## config.mk

```make
export PLATFORM = sky130hd
export DESIGN_NAME = module_bcd_display
export DESIGN_NICKNAME = d
export VERILOG_FILES = /design/src/rtl/module_display_pkg.sv /design/src/rtl/module_seg7_decoder.sv /design/src/rtl/module_bcd_display.sv
export SDC_FILE = /design/constraint.sdc
export NUM_CORES = 1
export LEC_CHECK = 0
export BUFFER_PORTS_ARGS = -buffer_cell sky130_fd_sc_hd__buf_2
export CORE_AREA = 2 2 89 91
export DETAILED_ROUTE_END_ITERATION = 6
export DIE_AREA = 0 0 91 93
export GPL_ROUTABILITY_DRIVEN = 0
export GPL_TIMING_DRIVEN = 0
export HOLD_SLACK_MARGIN = 0.15
export PLACE_DENSITY = 0.74
export SLEW_MARGIN = 30
export SYNTH_ARGS = -nofsm -noshare
export SYNTH_HDL_FRONTEND = slang
export SYNTH_HIERARCHICAL = 1
export SYNTH_SLANG_ARGS = --single-unit
```

## constraint.sdc

```tcl
create_clock -name clk -period 1.99 [get_ports clk]
set_input_delay 0.2985 -clock clk [delete_from_list [all_inputs] [get_ports clk]]
set_output_delay 0.2985 -clock clk [all_outputs]
set_load 0.01 [all_outputs]
```

## src/rtl/module_display_pkg.sv

```systemverilog
// Shared types and constants for the BCD multiplexed display:
// FSM states, segment patterns, digit indices and double-dabble helpers.
package module_display_pkg;

  typedef enum logic [1:0] {
    ST_IDLE   = 2'd0,
    ST_SHIFT  = 2'd1,
    ST_UPDATE = 2'd2
  } state_e;

  // Segment patterns {g,f,e,d,c,b,a}, active-low
  localparam logic [6:0] SEG_0     = 7'b1000000;
  localparam logic [6:0] SEG_1     = 7'b1111001;
  localparam logic [6:0] SEG_2     = 7'b0100100;
  localparam logic [6:0] SEG_3     = 7'b0110000;
  localparam logic [6:0] SEG_4     = 7'b0011001;
  localparam logic [6:0] SEG_5     = 7'b0010010;
  localparam logic [6:0] SEG_6     = 7'b0000010;
  localparam logic [6:0] SEG_7     = 7'b1111000;
  localparam logic [6:0] SEG_8     = 7'b0000000;
  localparam logic [6:0] SEG_9     = 7'b0010000;
  localparam logic [6:0] SEG_BLANK = 7'b1111111;

  // Digit scan indices
  localparam logic [1:0] DIG_UNITS    = 2'd0;
  localparam logic [1:0] DIG_TENS     = 2'd1;
  localparam logic [1:0] DIG_HUNDREDS = 2'd2;

  // Active-low anode pattern for a digit index
  function automatic logic [2:0] anode_for(input logic [1:0] dig);
    logic [2:0] an;
    case (dig)
      DIG_UNITS:    an = 3'b110;
      DIG_TENS:     an = 3'b101;
      DIG_HUNDREDS: an = 3'b011;
      default:      an = 3'b110;
    endcase
    return an;
  endfunction

  // Double-dabble correction of one BCD nibble
  function automatic logic [3:0] dd_adjust(input logic [3:0] n);
    logic [3:0] r;
    if (n >= 4'd5) begin
      r = n + 4'd3;
    end else begin
      r = n;
    end
    return r;
  endfunction

  // One double-dabble iteration on {hundreds, tens, units, binary}
  function automatic logic [19:0] dd_step(input logic [19:0] sh);
    logic [19:0] adj;
    adj = {dd_adjust(sh[19:16]), dd_adjust(sh[15:12]), dd_adjust(sh[11:8]), sh[7:0]};
    return {adj[18:0], 1'b0};
  endfunction

endpackage

```

## src/rtl/module_seg7_decoder.sv

```systemverilog
// Combinational BCD digit to active-low seven-segment pattern, with blanking.
module module_seg7_decoder
  import module_display_pkg::*;
(
  input  logic [3:0] bcd_i,
  input  logic       blank_i,
  output logic [6:0] seg_o
);

  // Blank overrides the digit; non-BCD codes show nothing
  always_comb begin
    seg_o = SEG_BLANK;
    if (blank_i) begin
      seg_o = SEG_BLANK;
    end else begin
      case (bcd_i)
        4'd0:    seg_o = SEG_0;
        4'd1:    seg_o = SEG_1;
        4'd2:    seg_o = SEG_2;
        4'd3:    seg_o = SEG_3;
        4'd4:    seg_o = SEG_4;
        4'd5:    seg_o = SEG_5;
        4'd6:    seg_o = SEG_6;
        4'd7:    seg_o = SEG_7;
        4'd8:    seg_o = SEG_8;
        4'd9:    seg_o = SEG_9;
        default: seg_o = SEG_BLANK;
      endcase
    end
  end

endmodule

```

## src/rtl/module_bcd_display.sv

```systemverilog
// Binary-to-BCD converter (sequential double-dabble) driving a three-digit
// multiplexed seven-segment display with leading-zero blanking. Strobes that
// arrive while a conversion runs are held in a single pending slot.
module module_bcd_display
  import module_display_pkg::*;
#(
  parameter int unsigned REFRESH_DIV = 27000
) (
  input  logic       clk,
  input  logic       rst,
  input  logic       load_a,
  input  logic       load_b,
  input  logic       load_m,
  input  logic [3:0] a,
  input  logic [3:0] b,
  input  logic [7:0] m,
  output logic [2:0] anodo,
  output logic [6:0] catodo,
  output logic       busy
);

  localparam int unsigned CNT_W = (REFRESH_DIV > 1) ? $clog2(REFRESH_DIV) : 1;
  localparam logic [CNT_W-1:0] CNT_MAX = CNT_W'(REFRESH_DIV - 1);

  state_e            state_q, state_d;
  logic [19:0]       sh_q, sh_d;         // {hundreds, tens, units, binary}
  logic [2:0]        bit_q, bit_d;
  logic              pend_flag_q, pend_flag_d;
  logic [7:0]        pend_val_q, pend_val_d;
  logic [11:0]       disp_q, disp_d;
  logic              busy_q;
  logic [CNT_W-1:0]  cnt_q, cnt_d;
  logic [1:0]        dig_q, dig_d;
  logic [2:0]        anodo_q;
  logic [6:0]        catodo_q;

  logic              strobe_s;
  logic [7:0]        sel_val_s;
  logic [3:0]        digit_val_s;
  logic              digit_blank_s;
  logic [6:0]        seg_s;

  // Strobe priority: m over b over a
  always_comb begin
    strobe_s  = load_a | load_b | load_m;
    sel_val_s = 8'd0;
    if (load_m) begin
      sel_val_s = m;
    end else if (load_b) begin
      sel_val_s = {4'b0000, b};
    end else if (load_a) begin
      sel_val_s = {4'b0000, a};
    end else begin
      sel_val_s = 8'd0;
    end
  end

  // Conversion FSM next-state, shift datapath, pending slot and display copy
  always_comb begin
    state_d     = state_q;
    sh_d        = sh_q;
    bit_d       = bit_q;
    pend_flag_d = pend_flag_q;
    pend_val_d  = pend_val_q;
    disp_d      = disp_q;
    case (state_q)
      ST_IDLE: begin
        if (strobe_s) begin
          state_d = ST_SHIFT;
          sh_d    = {12'd0, sel_val_s};
          bit_d   = 3'd0;
        end else begin
          state_d = ST_IDLE;
        end
      end
      ST_SHIFT: begin
        sh_d  = dd_step(sh_q);
        bit_d = bit_q + 3'd1;
        if (bit_q == 3'd7) begin
          state_d = ST_UPDATE;
        end else begin
          state_d = ST_SHIFT;
        end
        if (strobe_s) begin
          pend_flag_d = 1'b1;
          pend_val_d  = sel_val_s;
        end else begin
          pend_flag_d = pend_flag_q;
        end
      end
      ST_UPDATE: begin
        disp_d = sh_q[19:8];
        bit_d  = 3'd0;
        // A strobe in this very cycle is newer than anything pending
        if (strobe_s) begin
          state_d     = ST_SHIFT;
          sh_d        = {12'd0, sel_val_s};
          pend_flag_d = 1'b0;
        end else if (pend_flag_q) begin
          state_d     = ST_SHIFT;
          sh_d        = {12'd0, pend_val_q};
          pend_flag_d = 1'b0;
        end else begin
          state_d = ST_IDLE;
        end
      end
      default: begin
        state_d     = ST_IDLE;
        pend_flag_d = 1'b0;
      end
    endcase
  end

  // Conversion state, pending slot, display registers and busy flag
  always_ff @(posedge clk or posedge rst) begin
    if (rst) begin
      state_q     <= ST_IDLE;
      sh_q        <= 20'd0;
      bit_q       <= 3'd0;
      pend_flag_q <= 1'b0;
      pend_val_q  <= 8'd0;
      disp_q      <= 12'd0;
      busy_q      <= 1'b0;
    end else begin
      state_q     <= state_d;
      sh_q        <= sh_d;
      bit_q       <= bit_d;
      pend_flag_q <= pend_flag_d;
      pend_val_q  <= pend_val_d;
      disp_q      <= disp_d;
      busy_q      <= (state_d != ST_IDLE);
    end
  end

  // Refresh divider and digit scan sequence
  always_comb begin
    cnt_d = cnt_q;
    dig_d = dig_q;
    if (cnt_q == CNT_MAX) begin
      cnt_d = '0;
      case (dig_q)
        DIG_UNITS:    dig_d = DIG_TENS;
        DIG_TENS:     dig_d = DIG_HUNDREDS;
        DIG_HUNDREDS: dig_d = DIG_UNITS;
        default:      dig_d = DIG_UNITS;
      endcase
    end else begin
      cnt_d = cnt_q + {{(CNT_W-1){1'b0}}, 1'b1};
    end
  end

  // Select the scanned digit and its leading-zero blanking
  always_comb begin
    digit_val_s   = 4'd0;
    digit_blank_s = 1'b0;
    case (dig_q)
      DIG_UNITS: begin
        digit_val_s   = disp_q[3:0];
        digit_blank_s = 1'b0;
      end
      DIG_TENS: begin
        digit_val_s   = disp_q[7:4];
        digit_blank_s = (disp_q[11:8] == 4'd0) && (disp_q[7:4] == 4'd0);
      end
      DIG_HUNDREDS: begin
        digit_val_s   = disp_q[11:8];
        digit_blank_s = (disp_q[11:8] == 4'd0);
      end
      default: begin
        digit_val_s   = 4'd0;
        digit_blank_s = 1'b1;
      end
    endcase
  end

  module_seg7_decoder u_seg7 (
    .bcd_i   (digit_val_s),
    .blank_i (digit_blank_s),
    .seg_o   (seg_s)
  );

  // Scan counters and registered display outputs, anode and cathode together
  always_ff @(posedge clk or posedge rst) begin
    if (rst) begin
      cnt_q    <= '0;
      dig_q    <= DIG_UNITS;
      anodo_q  <= 3'b110;
      catodo_q <= SEG_0;
    end else begin
      cnt_q    <= cnt_d;
      dig_q    <= dig_d;
      anodo_q  <= anode_for(dig_q);
      catodo_q <= seg_s;
    end
  end

  assign anodo  = anodo_q;
  assign catodo = catodo_q;
  assign busy   = busy_q;

endmodule

```

==> After elaboration in Yosys (flattened, before gate mapping) <==
Memory sizes are Yosys's and may differ from the RTL's.
Cells that the tools add are included.
{ "totals": {"reg_bits": 74, "mem_bits_ro": 112, "in_bits": 21, "output_inout_bits": 11, "word_cells": 68, "n_memories": 1} }
{ "mem_list": {"columns": ["name", "words", "word_bits", "read_ports", "rd_ports_with_merged_regs", "write_ports", "line", "rtl"], "rows": [
  ["(no name shown)", 16, 7, 1, 0, 0, "module_seg7_decoder.sv:16", "case (bcd_i)"]
]} }
{ "classes": {"n_addsub": 5, "n_lt_le_gt_ge": 3, "n_eq_ne": 9, "n_mux": 25, "bitwise_logic": 3, "reduce_logical": 11} }
{ "ops": {"columns": ["cell", "count"], "rows": [
  ["2-to-1 mux 20 bit", 3],
  ["one-hot mux 20 bit (3 select lines)", 1],
  ["2-to-1 mux 4 bit", 4],
  ["adder 15 x 1 -> 15 bit, second input constant", 1],
  ["equality test 15 bit, second input constant", 1],
  ["2-to-1 mux 15 bit", 1],
  [">= comparator 4 x 3 -> 1 bit, second input constant", 3],
  ["one-hot mux 4 bit (3 select lines)", 1],
  ["one-hot mux 3 bit (3 select lines)", 1],
  ["adder 4 x 2 -> 4 bit, second input constant", 2],
  ["logical NOT 4 bit", 2],
  ["2-to-1 mux 8 bit", 1],
  ["2-to-1 mux 7 bit", 1],
  ["2-to-1 mux 3 bit", 2],
  ["one-hot mux 2 bit (3 select lines)", 1],
  ["one-hot mux 3 bit (2 select lines)", 1],
  ["AND reduction 2 bit", 3],
  ["equality test 2 x 1 -> 1 bit, second input constant", 2],
  ["equality test 2 bit, second input constant", 2],
  ["logical NOT 2 bit", 2],
  ["2-to-1 mux 1 bit", 4],
  ["inequality test 2 bit, second input constant", 2],
  ["one-hot mux 2 bit (2 select lines)", 1],
  ["adder 3 x 1 -> 3 bit, second input constant", 1],
  ["12 further kinds", 13]
]} }

==> Longest topological paths before layout <==
Gate-level depths: netlist of the first run.
{ "depth": {"ltp_word": 5, "mapped_depth": 9, "mapped_depth_nobuf": 9} }

==> By module <==
Netlist of the first run, hierarchy kept.
{ "by_module_without_submodules": {"columns": ["mod", "instances", "cells_per_inst", "area_per_inst_um2", "seq_area_each_um2"], "rows": [
  ["module_bcd_display", 1, 338, 3678.5, 1855.5],
  ["module_seg7_decoder", 1, 33, 236.5, 0.0]
]} }

==> Worst setup path after synthesis of the first run <==
No wires, ideal clock.
{ "synth_path": {"kind": "flip-flop to flip-flop", "from": "register dig_q[1]", "to": "register catodo_q[3], in the netlist catodo[3]", "setup_time_ns": 0.077, "arrival_ns": 1.782, "path_slack_ns": 0.131, "stages_incl_launch_ff": 9, "n_path_buf": 0, "period_less_slack_ns": 1.859, "cell_sequence": "dfrtp_1 > inv_1 > ha_1 > a222oi_1 > nor2_1 > inv_1 > ha_1 > nor3b_2 > a21oi_1"} }
{ "synth_between": {"elab_chain_cells": 4} }
{ "synth_rtl": {"columns": ["element", "line", "rtl"], "rows": [
  ["from (decl)", "module_bcd_display.sv:33", "logic [1:0] dig_q, dig_d;"],
  ["from (signal assigned)", "module_bcd_display.sv:191", "dig_q <= dig_d;"],
  ["equality test 2 bit (tied with other cells)", "module_bcd_display.sv:156", "case (dig_q)"],
  ["one-hot mux 4 bit (3 select lines) (*)", "module_bcd_display.sv:156", null],
  ["named net digit_val_s[1]", "module_bcd_display.sv:39", "logic [3:0] digit_val_s;"],
  ["memory read (16 x 7 bit) (*)", null, null],
  ["2-to-1 mux 7 bit (*)", "module_seg7_decoder.sv:13", "if (blank_i) begin"],
  ["named net seg_s[3]", "module_bcd_display.sv:41", "logic [6:0] seg_s;"],
  ["to (signal assigned)", "module_bcd_display.sv:193", "catodo_q <= seg_s;"],
  ["to (decl)", "module_bcd_display.sv:35", "logic [6:0] catodo_q;"]
]} }
The timed path passes the listed nets; every way through them passes the cells marked *.
A chain may end at the register's enable or synchronous reset.

==> Worst setup path in the final report of the first run <==
{ "layout_path": {"from": "register dig_q[0]", "to": "register catodo_q[3], in the netlist catodo[3]"} }
Same word-level chain as after synthesis.

==> impl_metrics.py, run 1 <==
metrics = {
    "run_status": {
        "outcome": "complete, no violations",
    },
    "synth": {
        "synthSimpleGateAreaFrac": 0.160,
        "synth_compound_area_frac": 0.150,
        "seq_area_frac_synth": 0.474,
        "synth.distinct_cells": 53,
        "ys_ff_latch": 74,
        "netlist.area_leader.share": 0.454,
        "synth_mux_area_frac": 0.0626,
        "synth_most_common_cell": "dfrtp_1",
        "syn_inst": 371,
        "synthAdderAreaFrac": 0.0799,
        "postSynth.asyncResetShare": 1.00,
        "syn_nets": 417,
        "ys_warn_count": 6,
        "yosys.area.top_type": "dfrtp_1",
        "synth_xor_xnor_area_share": 0.0313,
        "synth_edf_count": 0,
        "ys_top_cells_by_count": "dfrtp_1, a21oi_1, nand2_1",
        "synth_ff_type": "dfrtp_1",
        "syn_area_per_cell_um2": 10.6,
        "netlist_top_cells_area": "dfrtp_1, ha_1, mux2_2",
        "synth_top_family_by_area": "simple AND/OR/NAND/NOR gates",
        "synthesis.area_um2": 3920,
    },
    "final_layout": {
        "layoutNonFillerInstCount": 527,
        "final_nets": 466,
        "diodes": 0,
        "layout-drive-gt1-share": 0.256,
        "stdcell_area_um2": 4600,
        "syn2layout_area_growth_pct": 17.4,
        "utilization": 0.611,
    },
    "place": {
        "port_buffers": 29,
        "dp_cells": 505,
        "postPlaceCellArea_um2": 4270,
        "place_hpwl_mm": 5.55,
    },
    "power_and_ir_drop": {
        "max-vdd-ir-drop_mv": 0.456,
        "p_int_uw": 3220,
        "combPwrFrac": 0.349,
        "pwr-share-seq": 0.413,
        "p_sw_frac": 0.360,
        "leakagePower_uw": 0.00208,
        "power.switching_uw": 1810,
        "p_clk_frac": 0.239,
        "p_per_area_nw_per_um2": 1090,
    },
    "timing": {
        "fin_worst_skew_ns": 0.00796,
        "finalMaxSlewViolations": 0,
        "slew_headroom": 0.599,
        "fin_crit_sh": 0.991,
        "final-setup-viol-count": 0,
        "fmax_ghz": 0.507,
        "rsz0062_at_grt": "yes",
        "finalHoldViolations": 0,
        "final.min_clock_period_ns": 1.97,
        "tightest_slew_ns": 0.599,
    },
    "clock_tree": {
        "cts-root-buf": "clkbuf_8",
        "path_clk_slew_ns": 0.08,
        "numCtsBuffers": 9,
        "clk_latency_ns": 0.35,
        "cts_tree": "yes",
        "clockBufferDepth": 2,
        "cts_sinks": 74,
        "htreeDepth": 3,
    },
    "drt": {
        "first_pass_iters": 5,
        "drc": 0,
        "viasPerCell": 5.57,
        "first_iter_violations": 161,
        "wire_per_inst_um": 15.0,
        "drt_wl_total_mm": 7.90,
        "routed-via-count": 2938,
        "antenna_left": 0,
    },
    "global_routing": {
        "grt_overflow": 0,
        "track_usage": 0.195,
        "grt_max_degree": 23,
        "grt_pass1_wl_mm": 13.2,
        "grt_pass1_vias": 2907,
        "antenna_found_initial": 0,
    },
    "worst_setup_path": {
        "cp_cell_sequence": "inv_4, ha_4, a222oi_1, nor2_2, buf_4, or2b_1, o21ai_1, a21oi_1",
        "slowest_delay_ns": 0.45,
        "critPathKind": "flip-flop to flip-flop",
        "crit_slowest_cell": "dfrtp_2",
        "path_buf_inv": 2,
        "cp-start-kind": "flip-flop",
        "path_delay_family": "compound AO/OA/AOI/OAI gates",
        "cp_max_fo": 5,
        "crit_arrival_ns": 2.21,
        "end_kind": "flip-flop",
        "required_ns": 2.23,
    },
    "floorplan": {
        "initial_utilization": 0.520,
        "ios": 32,
        "die_y_um": 93,
        "die-width_um": 91,
        "num_rows": 32,
        "die-area_um2": 8460,
        "design.core.area_um2": 7530,
    },
    "run": {
        "cap_viol_max_count": 0,
    },
    "hold_path": {
        "hold_class": "input port to flip-flop",
    },
}
## final timing paths
| kind | cells past startpoint | to | start | slack (ns) |
|---|---|---|---|---|
| setup / recovery | 8 | catodo[3] | dig_q[0] | 0.02 |
| hold / removal | 3 | pend_val_q[7] | m[7] | 0.20 |
| setup reg to reg | 8 | catodo[3] | dig_q[0] | 0.02 |
| hold reg to reg | 2 | bit_q[1] | bit_q[1] | 0.49 |
| max in group asynchronous | 5 | catodo[6] | rst | 0.84 |
| min in group asynchronous | 3 | busy | rst | 0.48 |
## kinds of logic (layout without fill, tap and decap cells)
group / after synthesis / after routing
simple gates: 111 / 111
compound gates: 89 / 89
flops: 74 / 74
buf+inv: 36 / 90
fa+ha+maj: 25 / 25
mux: 22 / 22
xor+xnor: 14 / 14
## cell usage in the layout, fill, tap and decap left out, types with 7 or more instances in the layout
master | Yosys | routed
inv_1 | 22 | 18
a21oi_1 | 28 | 28
nand2_1 | 26 | 26
ha_1 | 25 | 21
nor2b_1 | 7 | 7
nor2_1 | 17 | 16
buf_2 | 3 | 31
dfrtp_1 | 71 | 70
o221ai_1 | 7 | 7
nand3_1 | 15 | 15
o21ai_0 | 21 | 19
xor2_1 | 9 | 9
mux2_2 | 20 | 20
clkbuf_8 | 0 | 10
buf_4 | 1 | 7
nand2b_1 | 9 | 9
## power by group through the flow
stage	Combinational, uW	Sequential, uW	Clock [uW]
floorplan	1230	2060	0
global placement	1570	2080	0
detailed placement	1650	2100	0
CTS	1680	2070	1220
global route	1950	2120	1290
finish	1750	2080	1200
## tightest hold or removal path: stages
cell     delay [ns]
buf_2          0.09
nand3_1        0.07
nand2_1        0.06
## through the flow
step | TNS [ns] | hold slack [ns] | power, uW | setup WS (ns)
floorplan | 0 | 0.439 | 3290 | 0.131
global placement | -0.109 | 0.463 | 3650 | -0.0720
detailed placement | -0.435 | 0.314 | 3750 | -0.137
CTS | -0.0169 | 0.186 | 4970 | -0.0169
global route | -0.370 | 0.184 | 5360 | -0.114
finish | 0 | 0.200 | 5030 | 0.0179
## per-layer routing
| metal | wire, um | GRT usage | vias up |
|---|---|---|---|
| li1 | - | - | 1423 |
| met1 | 3540 | 0.246 | 1442 |
| met2 | 3920 | 0.321 | 62 |
| met3 | 301 | 0.0475 | 11 |
| met4 | 133 | 0.0871 | 0 |
| met5 | 0 | 0 | - |
## repair_timing
item,in CTS,in global routing
hold buffers,1,0
pin swaps,1,4
buffers inserted,2,5
resized for setup,4,16
gates cloned,0,0
hold endpoints to repair,12,0
setup endpoints to repair,13,26
## sequential cells by signal, summed over array words and instances, names as in the netlist
| register | flops |
|---|---|
| disp_q | 12 |
| busy | 1 |
| cnt_q | 15 |
| sh_q | 20 |
| pend_flag_q | 1 |
| dig_q | 2 |
| pend_val_q | 8 |
| bit_q | 3 |
| anodo | 3 |
| state_q | 2 |
| catodo | 7 |
## final cells by class
cell class | instances | area (um2)
buffer | 12 | 78.8
clock buffer | 10 | 138
clock inverter | 6 | 65.1
fill | 642 | 2930
inverter | 22 | 88.8
multi-input combinational | 261 | 1950
sequential | 74 | 1860
tap | 102 | 128
timing repair buffer | 40 | 294
(Power assumes the default switching activity.)
==> run 2: changes to the inputs <==
--- a/config.mk
+++ b/config.mk
@@ -5,14 +5,15 @@
 export SDC_FILE = /design/constraint.sdc
 export NUM_CORES = 1
 export LEC_CHECK = 0
+export ABC_AREA = 1
 export BUFFER_PORTS_ARGS = -buffer_cell sky130_fd_sc_hd__buf_2
-export CORE_AREA = 2 2 89 91
+export CORE_AREA = 2 2 91 93
 export DETAILED_ROUTE_END_ITERATION = 6
-export DIE_AREA = 0 0 91 93
+export DIE_AREA = 0 0 93 95
 export GPL_ROUTABILITY_DRIVEN = 0
 export GPL_TIMING_DRIVEN = 0
 export HOLD_SLACK_MARGIN = 0.15
-export PLACE_DENSITY = 0.74
+export PLACE_DENSITY = 0.75
 export SLEW_MARGIN = 30
 export SYNTH_ARGS = -nofsm -noshare
 export SYNTH_HDL_FRONTEND = slang
==> run 2 against run 1 <==
Against the previous run: flip-flop and latch count stayed put; first-iteration DRC count up 8.1%; design area rose by 2.2%; hold slack better by 0.043 ns; synthesized cell count up 44%; clock skew down 0.0034 ns; clock power shrank 7%; register-to-register slack improved by 0.16 ns; global-route usage up 0.91 points; critical path type unchanged.
==> impl_metrics.py, run 2 <==
metrics = {
    "run_status": {
        "outcome": "complete, no violations",
    },
    "synth": {
        "ys_ff_latch": 74,
        "postSynth.asyncResetShare": 1.00,
        "syn_inst": 536,
        "synth_edf_count": 0,
        "netlist.area_leader.share": 0.427,
        "ys_warn_count": 6,
        "synthesis.area_um2": 4160,
        "synth_most_common_cell": "nand2_1",
        "ys_top_cells_by_count": "nand2_1, dfrtp_1, inv_1",
        "netlist_top_cells_area": "dfrtp_1, nand2_1, ha_1",
        "syn_nets": 582,
        "synth.distinct_cells": 36,
        "syn_area_per_cell_um2": 7.76,
        "seq_area_frac_synth": 0.446,
        "synth_ff_type": "dfrtp_1",
        "yosys.area.top_type": "dfrtp_1",
    },
    "hold_path": {
        "hold_path_depth": 3,
        "hold_class": "input port to flip-flop",
        "hp-start": "m[6]",
        "hold_end": "pend_val_q[6]",
    },
    "power_and_ir_drop": {
        "p_sw_frac": 0.405,
        "power.switching_uw": 2360,
        "p_clk_frac": 0.193,
        "total_power_uw": 5830,
        "p_per_area_nw_per_um2": 1240,
        "combPwrFrac": 0.438,
        "leakagePower_uw": 0.00239,
        "p_int_uw": 3470,
        "max-vdd-ir-drop_mv": 0.747,
        "pwr-share-seq": 0.369,
    },
    "timing": {
        "finalMaxSlewViolations": 0,
        "tightest_slew_ns": 0.466,
        "final.min_clock_period_ns": 1.81,
        "finalHoldViolations": 0,
        "rsz0062_at_grt": "no",
        "final-setup-viol-count": 0,
        "fin_crit_sh": 0.910,
        "slew_headroom": 0.689,
        "setup_tns_ns": 0,
        "fin_worst_skew_ns": 0.00457,
        "fin_ws_ns": 0.179,
        "fmax_ghz": 0.552,
    },
    "global_routing": {
        "track_usage": 0.204,
        "grt_overflow": 0,
        "antenna_found_initial": 0,
        "grt_max_degree": 31,
        "grt_pass1_wl_mm": 14.5,
        "grt_pass1_vias": 3390,
    },
    "floorplan": {
        "ios": 32,
        "die_y_um": 95,
        "initial_utilization": 0.525,
        "design.core.area_um2": 7930,
        "num_rows": 33,
        "die-width_um": 93,
        "die-area_um2": 8840,
    },
    "drt": {
        "drc": 0,
        "antenna_left": 0,
        "wire_per_inst_um": 11.7,
        "viasPerCell": 5.09,
        "first_iter_violations": 174,
        "first_pass_iters": 4,
        "routed-via-count": 3509,
        "drt_wl_total_mm": 8.06,
    },
    "final_layout": {
        "largest_register_ff_count": 20,
        "reg_top3": "sh_q x20, cnt_q x15, disp_q x12",
        "diodes": 0,
        "final_common_cell": "nand2_1",
        "regMostFlops": "sh_q",
        "fill_cells": 698,
        "syn2layout_area_growth_pct": 13.0,
        "stdcell_area_um2": 4700,
        "final_nets": 626,
        "final_cell_mix": "nand2_1, dfrtp_1, inv_1",
        "utilization": 0.593,
        "layout-drive-gt1-share": 0.146,
    },
    "worst_setup_path": {
        "cp-start-kind": "flip-flop",
        "cp_max_fo": 10,
        "required_ns": 2.26,
        "r2r_slack_ns": 0.18,
        "critPathKind": "flip-flop to flip-flop",
        "regToRegEndpoint": "sh_q[6]",
        "crit_arrival_ns": 2.08,
        "end_kind": "flip-flop",
        "r2r_cells": 7,
        "reg2reg_from": "state_q[1]",
    },
    "place": {
        "port_buffers": 30,
        "place_hpwl_mm": 5.89,
        "dpl_worst_slack_ns": 0.0841,
        "postPlaceCellArea_um2": 4480,
    },
    "clock_tree": {
        "htreeDepth": 3,
        "cts-root-buf": "clkbuf_8",
        "clk_latency_ns": 0.34,
        "cts_sinks": 74,
        "cts_tree": "yes",
        "numCtsBuffers": 9,
        "path_clk_slew_ns": 0.07,
        "clockBufferDepth": 2,
    },
    "run": {
        "cap_viol_max_count": 0,
    },
}
## run 2: cell count changes in the layout (fill, tap and decap cells not counted), moves of 8 or more
cell and change:
inv_1 +43, mux2_2 -20, nand2_1 +124, nand2b_1 -9, nand3_1 +24, nor2_1 +41, o21ai_0 +10, o21ai_1 +8
## run 2: stage by stage
| step | instances | hold slack, ns |
|---|---|---|
| after floorplan | 536 | 0.444 |
| after global placement | 671 | 0.467 |
| after detailed placement | 673 | 0.326 |
| after CTS | 689 | 0.230 |
| after global routing | 689 | 0.272 |
| final | 689 | 0.243 |
## run 2: worst max-delay path by stage
stage               start        end  slack, ns  cells after the start
2_1_floorplan    dig_q[1]  catodo[3]       0.30                     11
3_3_place_gp     dig_q[1]  catodo[3]       0.13                     11
3_5_place_dp     dig_q[1]  catodo[3]       0.08                     11
4_1_cts          dig_q[1]  catodo[3]       0.06                     11
5_1_grt          dig_q[0]  catodo[3]       0.02                     11
6_report       state_q[1]    sh_q[6]       0.18                      7
## run 2: worst max-delay path: stages, from the launching register on
cell and delay, ns:
dfrtp_1 0.38, inv_1 0.07, ha_1 0.33, buf_1 0.39
nand4_1 0.15, a21boi_0 0.26, nor2_1 0.07, nor2_1 0.09
## run 2: power groups by stage
stage                     registers, uW  clock network (uW)  logic [uW]
after global placement             2160                   0        2460
after global routing               2190                1220        2970
after floorplan                    2170                   0        1940
after detailed placement           2170                   0        2560
final                              2150                1120        2560
after CTS                          2150                1160        2570
## run 2: metal layers
metal | wire [um] | GRT usage | vias to the layer above
li1 | - | - | 1783
met1 | 3740 | 0.251 | 1655
met2 | 3940 | 0.347 | 59
met3 | 275 | 0.0503 | 12
met4 | 112 | 0.0833 | 0
met5 | 0 | 0 | -
## run 2: layout make-up
type	count	area, um2	area share
buffer	11	71.3	0.0152
clock buffer	12	145	0.0309
clock inverter	3	40.0	0.00852
inverter	69	263	0.0559
multi-input combinational	382	1990	0.424
sequential	74	1860	0.395
tap	105	131	0.0280
timing repair buffer	33	200	0.0426
## run 2: repair_timing
item | CTS | global route
buffers inserted | 0 | 0
endpoints found under the hold margin | 15 | 0
setup endpoints to repair | 0 | 5
hold buffers | 1 | 0
resized for setup | 0 | 8
## run 2: cells by family (layout without fill, tap and decap cells)
group | Yosys count | after routing | synth area share
AO/OA/AOI/OAI | 66 | 66 | 0.0809
XOR/XNOR | 10 | 10 | 0.0211
adder cells (fa/ha/maj) | 25 | 25 | 0.0752
buffers and inverters | 80 | 128 | 0.0794
flip-flops | 74 | 74 | 0.446
AND/OR/NAND/NOR | 281 | 281 | 0.297
==> run 3: changes to the inputs <==
--- a/config.mk
+++ b/config.mk
@@ -7,13 +7,13 @@
 export LEC_CHECK = 0
 export ABC_AREA = 1
 export BUFFER_PORTS_ARGS = -buffer_cell sky130_fd_sc_hd__buf_2
-export CORE_AREA = 2 2 91 93
+export CORE_AREA = 2 2 75 113
 export DETAILED_ROUTE_END_ITERATION = 6
-export DIE_AREA = 0 0 93 95
+export DIE_AREA = 0 0 77 115
 export GPL_ROUTABILITY_DRIVEN = 0
 export GPL_TIMING_DRIVEN = 0
 export HOLD_SLACK_MARGIN = 0.15
-export PLACE_DENSITY = 0.75
+export PLACE_DENSITY = 0.74
 export SLEW_MARGIN = 30
 export SYNTH_ARGS = -nofsm -noshare
 export SYNTH_HDL_FRONTEND = slang
==> run 3 against run 2 <==
Against the previous run: flip-flop and latch count is the same; register-to-register slack lost 0.04 ns; die area grew 0.23%; largest cell class unchanged.
==> impl_metrics.py, run 3 (same netlist as run 2, synthesis figures left out) <==
metrics = {
    "final_layout": {
        "diodes": 0,
        "fill_cells": 721,
        "final_cell_mix": "nand2_1, dfrtp_1, inv_1",
        "stdcell_area_um2": 4810,
        "final_common_cell": "nand2_1",
        "syn2layout_area_growth_pct": 15.6,
        "largest_register_ff_count": 20,
        "final_nets": 627,
        "utilization": 0.608,
        "layout-drive-gt1-share": 0.150,
        "layoutNonFillerInstCount": 690,
        "reg_top3": "sh_q x20, cnt_q x15, disp_q x12",
        "regMostFlops": "sh_q",
    },
    "clock_tree": {
        "cts_sinks": 74,
        "path_clk_slew_ns": 0.06,
        "cts_tree": "yes",
        "htreeDepth": 3,
        "clockBufferDepth": 2,
        "clk_latency_ns": 0.33,
        "numCtsBuffers": 9,
        "cts-root-buf": "clkbuf_16",
    },
    "timing": {
        "fmax_ghz": 0.541,
        "finalHoldViolations": 0,
        "setup_tns_ns": 0,
        "finalMaxSlewViolations": 0,
        "slew_headroom": 0.666,
        "fin_crit_sh": 0.929,
        "final.min_clock_period_ns": 1.85,
        "rsz0062_at_grt": "no",
        "final-setup-viol-count": 0,
        "tightest_slew_ns": 0.499,
        "fin_worst_skew_ns": 0.00444,
    },
    "worst_setup_path": {
        "path_delay_family": "adder cells",
        "required_ns": 2.21,
        "cp_max_fo": 5,
        "crit_arrival_ns": 2.07,
        "path_buf_inv": 3,
        "crit_slowest_cell": "dfrtp_2",
        "cp_cell_sequence": "inv_4, ha_2, nand2_1, nand3_1, nand2_1, inv_1, inv_1, ha_1, nand2_1, nand3_1, nand2_1",
        "slowest_delay_ns": 0.45,
        "path_common_cell": "nand2_1",
        "end_kind": "flip-flop",
        "cp-start-kind": "flip-flop",
        "critPathKind": "flip-flop to flip-flop",
    },
    "power_and_ir_drop": {
        "power.switching_uw": 2420,
        "max-vdd-ir-drop_mv": 0.577,
        "total_power_uw": 6190,
        "p_per_area_nw_per_um2": 1290,
        "combPwrFrac": 0.412,
        "p_clk_frac": 0.240,
        "leakagePower_uw": 0.00244,
        "p_sw_frac": 0.391,
        "pwr-share-seq": 0.347,
        "p_int_uw": 3770,
    },
    "drt": {
        "drt_wl_total_mm": 8.25,
        "antenna_left": 0,
        "drc": 0,
        "viasPerCell": 5.04,
        "first_iter_violations": 141,
        "first_pass_iters": 4,
        "routed-via-count": 3475,
        "wire_per_inst_um": 12.0,
    },
    "global_routing": {
        "grt_max_degree": 30,
        "track_usage": 0.202,
        "grt_pass1_vias": 3411,
        "antenna_found_initial": 0,
        "grt_overflow": 0,
        "grt_pass1_wl_mm": 14.2,
    },
    "run_status": {
        "outcome": "complete, no violations",
    },
    "floorplan": {
        "ios": 32,
        "die-area_um2": 8860,
        "die-width_um": 77,
        "die_y_um": 115,
        "design.core.area_um2": 7910,
        "initial_utilization": 0.526,
        "num_rows": 40,
    },
    "place": {
        "place_hpwl_mm": 6.27,
        "dp_cells": 673,
        "port_buffers": 30,
        "postPlaceCellArea_um2": 4480,
    },
    "hold_path": {
        "hold_class": "input port to flip-flop",
    },
    "run": {
        "cap_viol_max_count": 0,
    },
}
==> run 3: changes by cell type in the layout (fill, tap and decap cells not counted), sizes merged <==
| cell | change |
|---|---|
| clkinv | +1 |
| bufinv | -1 |
| buf | +1 |
==> run 3: worst register-to-register path, stage by stage, from the launching register on <==
cell and delay, ns:
dfrtp_2 0.45, inv_4 0.11, ha_2 0.21, nand2_1 0.07, nand3_1 0.08, nand2_1 0.05, inv_1 0.09, inv_1 0.10
ha_1 0.33, nand2_1 0.09, nand3_1 0.10, nand2_1 0.05
==> run 3: metrics by stage <==
| step | hold slack (ns) | worst slack (ns) |
|---|---|---|
| 4_1_cts | 0.246 | 0.0108 |
| 3_5_place_dp | 0.361 | 0.0452 |
| 6_report | 0.247 | 0.141 |
| 2_1_floorplan | 0.444 | 0.299 |
| 3_3_place_gp | 0.465 | 0.138 |
| 5_1_grt | 0.292 | 0.00310 |
==> run 3: final timing paths <==
| kind | startpoint | to | slack (ns) | cells past startpoint |
|---|---|---|---|---|
| worst max-delay path | dig_q[0] | catodo[3] | 0.14 | 11 |
| worst min-delay path | m[6] | pend_val_q[6] | 0.25 | 3 |
| worst max register to register | dig_q[0] | catodo[3] | 0.14 | 11 |
| worst min register to register | pend_val_q[1] | pend_val_q[1] | 0.49 | 2 |
| max in group asynchronous | rst | catodo[4] | 0.74 | 5 |
| min in group asynchronous | rst | cnt_q[2] | 0.54 | 3 |
==> run 3: timing repair <==
action | in CTS | in global routing
gates resized for setup | 0 | 11
endpoints found under the setup margin | 0 | 5
hold endpoints to repair | 20 | 0
buffers inserted | 0 | 1
hold buffers | 1 | 0
==> run 3: power by group through the flow <==
stage | logic [uW] | clock network, uW | registers [uW]
finish | 2550 | 1490 | 2150
CTS | 2580 | 1520 | 2150
global route | 2930 | 1570 | 2200
detailed placement | 2560 | 0 | 2180
floorplan | 1940 | 0 | 2170
global placement | 2450 | 0 | 2160
==> run 3: area by class of cell <==
| type | count | area, um2 | share of cell area |
|---|---|---|---|
| timing repair buffer | 34 | 208 | 0.0432 |
| sequential | 74 | 1860 | 0.387 |
| multi-input combinational | 382 | 2000 | 0.416 |
| inverter | 69 | 265 | 0.0552 |
| clock inverter | 3 | 15.0 | 0.00312 |
| buffer | 11 | 71.3 | 0.0148 |
| tap | 105 | 131 | 0.0273 |
| clock buffer | 12 | 256 | 0.0534 |
==> run 3: metal layers <==
layer | track usage | up-vias | wire (um)
li1 | - | 1776 | -
met1 | 0.202 | 1615 | 3240
met2 | 0.387 | 66 | 4510
met3 | 0.0400 | 18 | 254
met4 | 0.118 | 0 | 238
met5 | 0 | - | 0
